### src/rtl/key_event_scheduler_pkg.sv
// Shared types and constants for the keypad event scheduler.
// Latency: n/a (declarations only).
// Backpressure: n/a.
package key_event_scheduler_pkg;

    localparam int DEF_KEYS_NUM   = 4;
    localparam int DEF_SAMPLE_DIV = 100000;
    localparam int DEF_REP_DIV    = 25;

    // Two-bit encoding leaves spare codes; any of them recovers to IDLE.
    typedef enum logic [1:0] {
        ST_IDLE  = 2'b00,
        ST_OFFER = 2'b01
    } state_t;

    // Width of the key index carried on the event channel.
    function automatic int code_w(input int keys);
        return (keys < 2) ? 1 : $clog2(keys);
    endfunction

endpackage

### src/rtl/key_event_scheduler_if.sv
// Event channel between debouncer bank, scheduler and timer control FSM.
// Latency: n/a (wires only).
// Backpressure: ev_vld holds until ev_ack; ev_code is stable while ev_vld is high.
interface key_event_scheduler_if
    import key_event_scheduler_pkg::*;
#(
    parameter int KEYS_NUM = DEF_KEYS_NUM
);
    localparam int CW = code_w(KEYS_NUM);

    logic                en;
    logic [KEYS_NUM-1:0] key_up;
    logic [KEYS_NUM-1:0] key_en;
    logic                sample_ce;
    logic                rep_ce;
    logic                ev_vld;
    logic [CW-1:0]       ev_code;
    logic                ev_ack;
    logic                overrun;
    logic                ovr_clr;

    // Scheduler side.
    modport master (
        input  en, key_up, key_en, ev_ack, ovr_clr,
        output sample_ce, rep_ce, ev_vld, ev_code, overrun
    );

    // Debouncer bank / consumer side.
    modport slave (
        output en, key_up, key_en, ev_ack, ovr_clr,
        input  sample_ce, rep_ce, ev_vld, ev_code, overrun
    );

endinterface

### src/rtl/key_event_scheduler_tick_presc.sv
// Modulo-N prescaler: one-cycle ceo_o on the last count of each enabled period.
// Latency: ceo_o is combinational from the registered count and ce_i.
// Backpressure: none; the count holds while ce_i is low.
module tick_presc #(
    parameter int N = 4
) (
    input  logic clk_i,
    input  logic clr_i,
    input  logic ce_i,
    output logic ceo_o
);
    localparam int            W    = (N < 2) ? 1 : $clog2(N);
    localparam logic [W-1:0]  LAST = W'(N - 1);

    logic [W-1:0] cnt_q;
    logic [W-1:0] cnt_d;

    assign ceo_o = ce_i & (cnt_q == LAST);

    // Advance on enable, wrap after the last count.
    always_comb begin
        cnt_d = cnt_q;
        if (ce_i) begin
            cnt_d = (cnt_q == LAST) ? '0 : cnt_q + 1'b1;
        end
    end

    // Count register with asynchronous clear.
    always_ff @(posedge clk_i or posedge clr_i) begin
        if (clr_i) begin
            cnt_q <= '0;
        end else begin
            cnt_q <= cnt_d;
        end
    end

endmodule

### src/rtl/key_event_scheduler.sv
// Keypad front end: debouncer strobes plus round-robin arbitration of key events.
// Latency: KEY_UP at t -> pending at t+1 -> ev_vld at t+2; one event per 2 cycles max.
// Backpressure: offer held until ev_ack; a key re-firing while still pending sets overrun.
module key_event_scheduler
    import key_event_scheduler_pkg::*;
#(
    parameter int KEYS_NUM   = DEF_KEYS_NUM,
    parameter int SAMPLE_DIV = DEF_SAMPLE_DIV,
    parameter int REP_DIV    = DEF_REP_DIV
) (
    input  logic                   clk_i,
    input  logic                   rst_i,
    key_event_scheduler_if.master  bus
);
    localparam int CW = code_w(KEYS_NUM);

    typedef logic [KEYS_NUM-1:0] kvec_t;

    // First requesting key at or above start, searching modulo KEYS_NUM.
    function automatic logic [CW-1:0] rr_pick(input kvec_t req, input logic [CW-1:0] start);
        logic [CW-1:0] pick;
        logic [CW-1:0] idx;
        logic          found;
        pick  = '0;
        found = 1'b0;
        for (int k = 0; k < KEYS_NUM; k++) begin
            idx = CW'((int'(start) + k) % KEYS_NUM);
            if (!found && req[idx]) begin
                pick  = idx;
                found = 1'b1;
            end
        end
        return pick;
    endfunction

    state_t        state_q, state_d;
    kvec_t         pend_q, pend_d;
    logic [CW-1:0] ptr_q, ptr_d;
    logic [CW-1:0] code_q, code_d;
    logic          ovr_q, ovr_d;

    logic          smp_ce;
    logic          rep_wrap;
    logic          chord;
    logic [CW:0]   held_cnt;
    logic          grant_vld;
    logic [CW-1:0] grant_idx;
    kvec_t         grant_mask;
    logic          ovr_set;
    logic          ev_vld;

    // Strobe generation: sample divider on EN, repeat divider on each sample strobe.
    tick_presc #(.N(SAMPLE_DIV)) u_smp_presc (
        .clk_i (clk_i),
        .clr_i (rst_i),
        .ce_i  (bus.en),
        .ceo_o (smp_ce)
    );

    tick_presc #(.N(REP_DIV)) u_rep_presc (
        .clk_i (clk_i),
        .clr_i (rst_i),
        .ce_i  (smp_ce),
        .ceo_o (rep_wrap)
    );

    // Count held keys; two or more held is a chord and mutes auto-repeat.
    always_comb begin
        held_cnt = '0;
        for (int k = 0; k < KEYS_NUM; k++) begin
            held_cnt = held_cnt + (CW+1)'(bus.key_en[k]);
        end
    end

    assign chord = (held_cnt >= (CW+1)'(2));

    // The repeat divider keeps advancing during a chord; only the strobe is masked.
    assign bus.sample_ce = smp_ce;
    assign bus.rep_ce    = rep_wrap & ~chord;

    // Grant is taken only from IDLE, so at most one key is cleared per cycle.
    assign grant_vld  = (state_q == ST_IDLE) && (pend_q != '0);
    assign grant_idx  = rr_pick(pend_q, ptr_q);
    assign grant_mask = grant_vld ? (kvec_t'(1) << grant_idx) : '0;

    // A key firing while its earlier event is still waiting loses that event.
    assign ovr_set = |(bus.key_up & pend_q & ~grant_mask);

    // Pending/overrun next state: new pulses win over the grant clear and OVR_CLR.
    always_comb begin
        pend_d = (pend_q & ~grant_mask) | bus.key_up;
        ovr_d  = ovr_q;
        if (ovr_set) begin
            ovr_d = 1'b1;
        end else if (bus.ovr_clr) begin
            ovr_d = 1'b0;
        end
    end

    // Latch the granted code; advance the round-robin pointer once the offer is taken.
    always_comb begin
        code_d = code_q;
        ptr_d  = ptr_q;
        if (grant_vld) begin
            code_d = grant_idx;
        end
        if ((state_q == ST_OFFER) && bus.ev_ack) begin
            ptr_d = (code_q == CW'(KEYS_NUM - 1)) ? '0 : code_q + 1'b1;
        end
    end

    // Next-state logic: IDLE grants, OFFER waits for the consumer.
    always_comb begin
        state_d = state_q;
        case (state_q)
            ST_IDLE:  if (grant_vld)  state_d = ST_OFFER;
            ST_OFFER: if (bus.ev_ack) state_d = ST_IDLE;
            default:                  state_d = ST_IDLE;
        endcase
    end

    // Output decode: an event is offered exactly while in OFFER.
    always_comb begin
        ev_vld = 1'b0;
        if (state_q == ST_OFFER) begin
            ev_vld = 1'b1;
        end
    end

    // FSM state register.
    always_ff @(posedge clk_i or posedge rst_i) begin
        if (rst_i) begin
            state_q <= ST_IDLE;
        end else begin
            state_q <= state_d;
        end
    end

    // Datapath registers: pending set, pointer, offered code, sticky overrun.
    always_ff @(posedge clk_i or posedge rst_i) begin
        if (rst_i) begin
            pend_q <= '0;
            ptr_q  <= '0;
            code_q <= '0;
            ovr_q  <= 1'b0;
        end else begin
            pend_q <= pend_d;
            ptr_q  <= ptr_d;
            code_q <= code_d;
            ovr_q  <= ovr_d;
        end
    end

    assign bus.ev_vld  = ev_vld;
    assign bus.ev_code = code_q;
    assign bus.overrun = ovr_q;

endmodule
### src/flat_wrapper.sv
// flat-port wrapper written by rule: the top's interface ports become plain ports
module key_event_scheduler_flat import key_event_scheduler_pkg::*;
#(
    parameter int KEYS_NUM   = DEF_KEYS_NUM,
    parameter int SAMPLE_DIV = DEF_SAMPLE_DIV,
    parameter int REP_DIV    = DEF_REP_DIV
)
  (clk_i, rst_i, bus_en, bus_key_up, bus_key_en, bus_ev_ack, bus_ovr_clr, bus_sample_ce, bus_rep_ce, bus_ev_vld, bus_ev_code, bus_overrun);
  key_event_scheduler_if #(.KEYS_NUM(KEYS_NUM)) bus_i ();
  input  logic clk_i;
  input  logic rst_i;
  input wire logic [$bits(bus_i.en)-1:0] bus_en;
  input wire logic [$bits(bus_i.key_up)-1:0] bus_key_up;
  input wire logic [$bits(bus_i.key_en)-1:0] bus_key_en;
  input wire logic [$bits(bus_i.ev_ack)-1:0] bus_ev_ack;
  input wire logic [$bits(bus_i.ovr_clr)-1:0] bus_ovr_clr;
  output wire logic [$bits(bus_i.sample_ce)-1:0] bus_sample_ce;
  output wire logic [$bits(bus_i.rep_ce)-1:0] bus_rep_ce;
  output wire logic [$bits(bus_i.ev_vld)-1:0] bus_ev_vld;
  output wire logic [$bits(bus_i.ev_code)-1:0] bus_ev_code;
  output wire logic [$bits(bus_i.overrun)-1:0] bus_overrun;
  assign bus_i.en = bus_en;
  assign bus_i.key_up = bus_key_up;
  assign bus_i.key_en = bus_key_en;
  assign bus_i.ev_ack = bus_ev_ack;
  assign bus_i.ovr_clr = bus_ovr_clr;
  assign bus_sample_ce = bus_i.sample_ce;
  assign bus_rep_ce = bus_i.rep_ce;
  assign bus_ev_vld = bus_i.ev_vld;
  assign bus_ev_code = bus_i.ev_code;
  assign bus_overrun = bus_i.overrun;
  key_event_scheduler #(.KEYS_NUM(KEYS_NUM), .SAMPLE_DIV(SAMPLE_DIV), .REP_DIV(REP_DIV)) u_core (.clk_i(clk_i), .rst_i(rst_i), .bus(bus_i));
endmodule
### config.mk
export PLATFORM = sky130hd
export DESIGN_NAME = key_event_scheduler_flat
export DESIGN_NICKNAME = d
export VERILOG_FILES = /design/src/rtl/key_event_scheduler_pkg.sv /design/src/rtl/key_event_scheduler_if.sv /design/src/rtl/key_event_scheduler_tick_presc.sv /design/src/rtl/key_event_scheduler.sv /design/src/flat_wrapper.sv
export SDC_FILE = /design/constraint.sdc
export NUM_CORES = 1
export LEC_CHECK = 0
export CAP_MARGIN = 40
export CORE_MARGIN = 8
export CORE_UTILIZATION = 30
export DETAILED_ROUTE_END_ITERATION = 7
export PLACE_DENSITY_LB_ADDON = 0.2
export SYNTH_ARGS = -nofsm -noshare
export SYNTH_HDL_FRONTEND = slang
export SYNTH_HIERARCHICAL = 1
export SYNTH_SLANG_ARGS = --single-unit
### constraint.sdc
create_clock -name clk_i -period 3.45 [get_ports clk_i]
set_input_delay 0.5175 -clock clk_i [delete_from_list [all_inputs] [get_ports clk_i]]
set_output_delay 0.5175 -clock clk_i [all_outputs]
set_load 0.05 [all_outputs]
==> reports/metrics.csv <==
stage,metric,value,unit
sta,"Worst Setup Slack, final",0.423,ns
power,ratio of total power to cell area,554,nW/um^2
clocking,CTS resizes,0,
clocking,Post-CTS Hold Buffers,0,
place,port bufs,18,
synthesis,sequential area share after synthesis,47.3,%
sta,Least-Margin Pin Slew,0.666,ns
place,GP Congestion,0.792,
die,Placeable Area,5470,sq um
routing,drt drc,0,
finish,Nets,208,
worst_setup_path,critical path data arrival time,2.51,ns
finish,Area Overhead vs Synth,23.6,%
sta,Finish-stage setup viols,0,
clocking,Clock Pin Slew Worst Setup and Hold Paths,0.06,ns
clocking,CTS Buf Count,5,
routing,vias after detailed routing,1280,
sta,setup TNS,0,ns
clocking,CTS tree,done,
synthesis,ys async rst share,100,%
grt,initial antenna violation count,0,
clocking,Worst-Skew Late Latency,0.28,ns
synthesis,"Top FF cell, synth",dfrtp_1,
die,Rows,27,
synthesis,"EDFF count, synth",0,
clocking,clock sinks,32,
worst_setup_path,worst path required time,2.93,ns
grt,vias in the first global route,1318,
synthesis,Unique masters post-synth,45,
die,initial core utilization,30.9,%
worst_setup_path,WS Path Type,primary input to primary output,
sta,clk_skew,0.00396,ns
die,Die Y,91.1,um
sta,min cycle time layout,3.03,ns
routing,initial DRC count,41,
sta,final worst path period share,87.7,%
synthesis,Cells after Synth,165,
run,Max-cap violations,0,
sta,Final Max Tran Viols,0,
sta,RSZ-0062 raised after global routing,no,
clocking,worst-case clock buffer depth,2,
routing,Routed Antenna Nets,0,
finish,layout cells sized above 1,13.6,%
worst_setup_path,Crit. End Element,primary output,
die,io pins,19,
synthesis,Syn. warnings,6,
power,Peak supply drop,176,uV
place,"worst slack, placed",0.417,ns
synthesis,post-synth net total,183,
outcome,status,"complete, no violations",
clocking,postcts setup bufs,0,
grt,GRT Total Usage,9.14,%
place,Detail Placement HPWL,2.73,mm
routing,WL/cell,13.5,um
routing,Via-to-Cell Ratio,4.87,
sta,slew margin rel.,55.6,%
die,Die Wd,91.1,um
synthesis,#FFs+latches synth,32,
die,Die ar.,8300,sq um
synthesis,mapped cell area,1690,sq um
worst_setup_path,critical-path maximum fanout,6,
routing,WL final,3.54,mm
sta,"Hold Vio Cnt, Final",0,
synthesis,syn avg cell area,10.3,sq um
grt,pin count of the biggest net entering global routing,18,
grt,GRT overflow,0,
clocking,root buf cell,clkbuf_8,
power,Lkg Pwr,0.000886,uW
worst_hold_path,worst hold path type,flop to flop,
power,Tot Pwr,1160,uW
worst_setup_path,Startpoint Class,primary input,
clocking,H-tree level count,2,
finish,Inserted Diodes,0,
grt,wire length of the first global-routing pass,6.25,mm
sta,Fmax achieved,330,MHz
routing,iteration count of the initial detailed-routing pass,4,
==> area by class of cell <==
cell class                      count  area [sq um]
Fill cell                         572          3380
Sequential cell                    32           801
Multi-Input combinational cell    119           855
Clock buffer                        8          90.1
Inverter                           13          48.8
Tap cell                           72          90.1
Timing Repair Buffer               19           208
==> flip-flops by register name, summed over array words and instances (netlist names) <==
| name | cells |
|---|---|
| u_core/bus.overrun | 1 |
| u_core/state_q | 1 |
| u_core/pend_q | 4 |
| u_core/bus.ev_code | 2 |
| u_core/ptr_q | 2 |
| u_core/u_rep_presc/cnt_q | 5 |
| u_core/u_smp_presc/cnt_q | 17 |
==> kinds of logic after synthesis <==
| kind of cell | share of synthesized area [%] |
|---|---|
| AOI/OAI and AO/OA | 11.1 |
| xor gates and xnor gates | 8.80 |
| adders and majority gates | 4.14 |
| buffers and inverters | 3.33 |
| DFF | 47.3 |
| muxes | 2.44 |
| and+or+nand+nor | 22.9 |
==> worst max-delay path, stage by stage <==
cell and delay (ns):
clkdlybuf4s50_1 0.59, and3_1 0.27, nand2_1 0.18, nor4_4 0.21
nand4_1 0.14, nor2_2 0.19, nand2_1 0.09, a21oi_2 0.16
buf_12 0.16
==> cell usage after synthesis, types with 2 or more instances <==
master	count	area share (%)
dfrtp_1	32	47
nand2_1	18	4.0
nor2_1	15	3.3
inv_1	13	2.9
xnor2_1	12	6.2
a21oi_1	6	1.8
nand4_1	5	1.8
xor2_1	5	2.6
ha_1	4	3.0
nand3_1	4	1.2
nor4_1	4	1.5
a21o_1	3	1.3
mux2i_1	3	1.8
nor3_1	3	0.89
o21ai_0	3	0.89
o31ai_1	3	1.3
nor2_2	2	0.74
or2_2	2	0.74
or4_1	2	0.89
==> worst paths after layout <==
path / start / end / slack, ns / cells past startpoint
max: bus_en / bus_rep_ce / 0.42 / 9
min: u_core/u_smp_presc/cnt_q[14] / u_core/u_smp_presc/cnt_q[14] / 0.49 / 1
max reg2reg: u_core/u_smp_presc/cnt_q[13] / u_core/u_rep_presc/cnt_q[3] / 1.31 / 6
min reg2reg: u_core/u_smp_presc/cnt_q[14] / u_core/u_smp_presc/cnt_q[14] / 0.49 / 1
max in group asynchronous: rst_i / u_core/u_smp_presc/cnt_q[16] / 2.31 / 2
min in group asynchronous: rst_i / u_core/u_rep_presc/cnt_q[1] / 0.52 / 2
==> per-layer routing <==
metal	vias to the layer above	global-route usage (%)	wire length [um]
met5	-	0	0
met4	0	3.68	27
met3	4	3.46	186
met2	20	15.7	1850
met1	626	9.95	1480
li1	630	-	-
==> report_power, final <==
group / leakage [uW] / switching, uW / internal [uW]
clock network: 0.0000455 / 129 / 163
registers: 0.000396 / 102 / 448
logic: 0.000444 / 174 / 142
==> per-stage QoR <==
step / hold slack, ns / area [sq um] / util [%] / cells
5_1_grt: 0.523 / 2090 / 38.2 / 263
4_1_cts: 0.498 / 2090 / 38.2 / 263
2_1_floorplan: 0.296 / 1710 / - / 165
3_3_place_gp: 0.478 / 2000 / 36.6 / 255
3_5_place_dp: 0.487 / 2000 / 36.6 / 255
6_report: 0.494 / 2090 / 38.2 / 263
==> placed cells by master (no fill, tap or decap), types with 3 or more instances in the layout <==
cell type and count:
mux2i_1 3, o31ai_1 3, a21o_1 3, ha_1 4
clkbuf_8 6, clkdlybuf4s50_1 16, nor2_1 15, xor2_1 5
nor3_1 3, nand2_1 18, nand4_1 5, dfrtp_1 32
nand3_1 4, inv_1 13, xnor2_1 12, o21ai_0 3
nor4_1 3, a21oi_1 5
No activity file was read; power rests on OpenSTA's default activity.
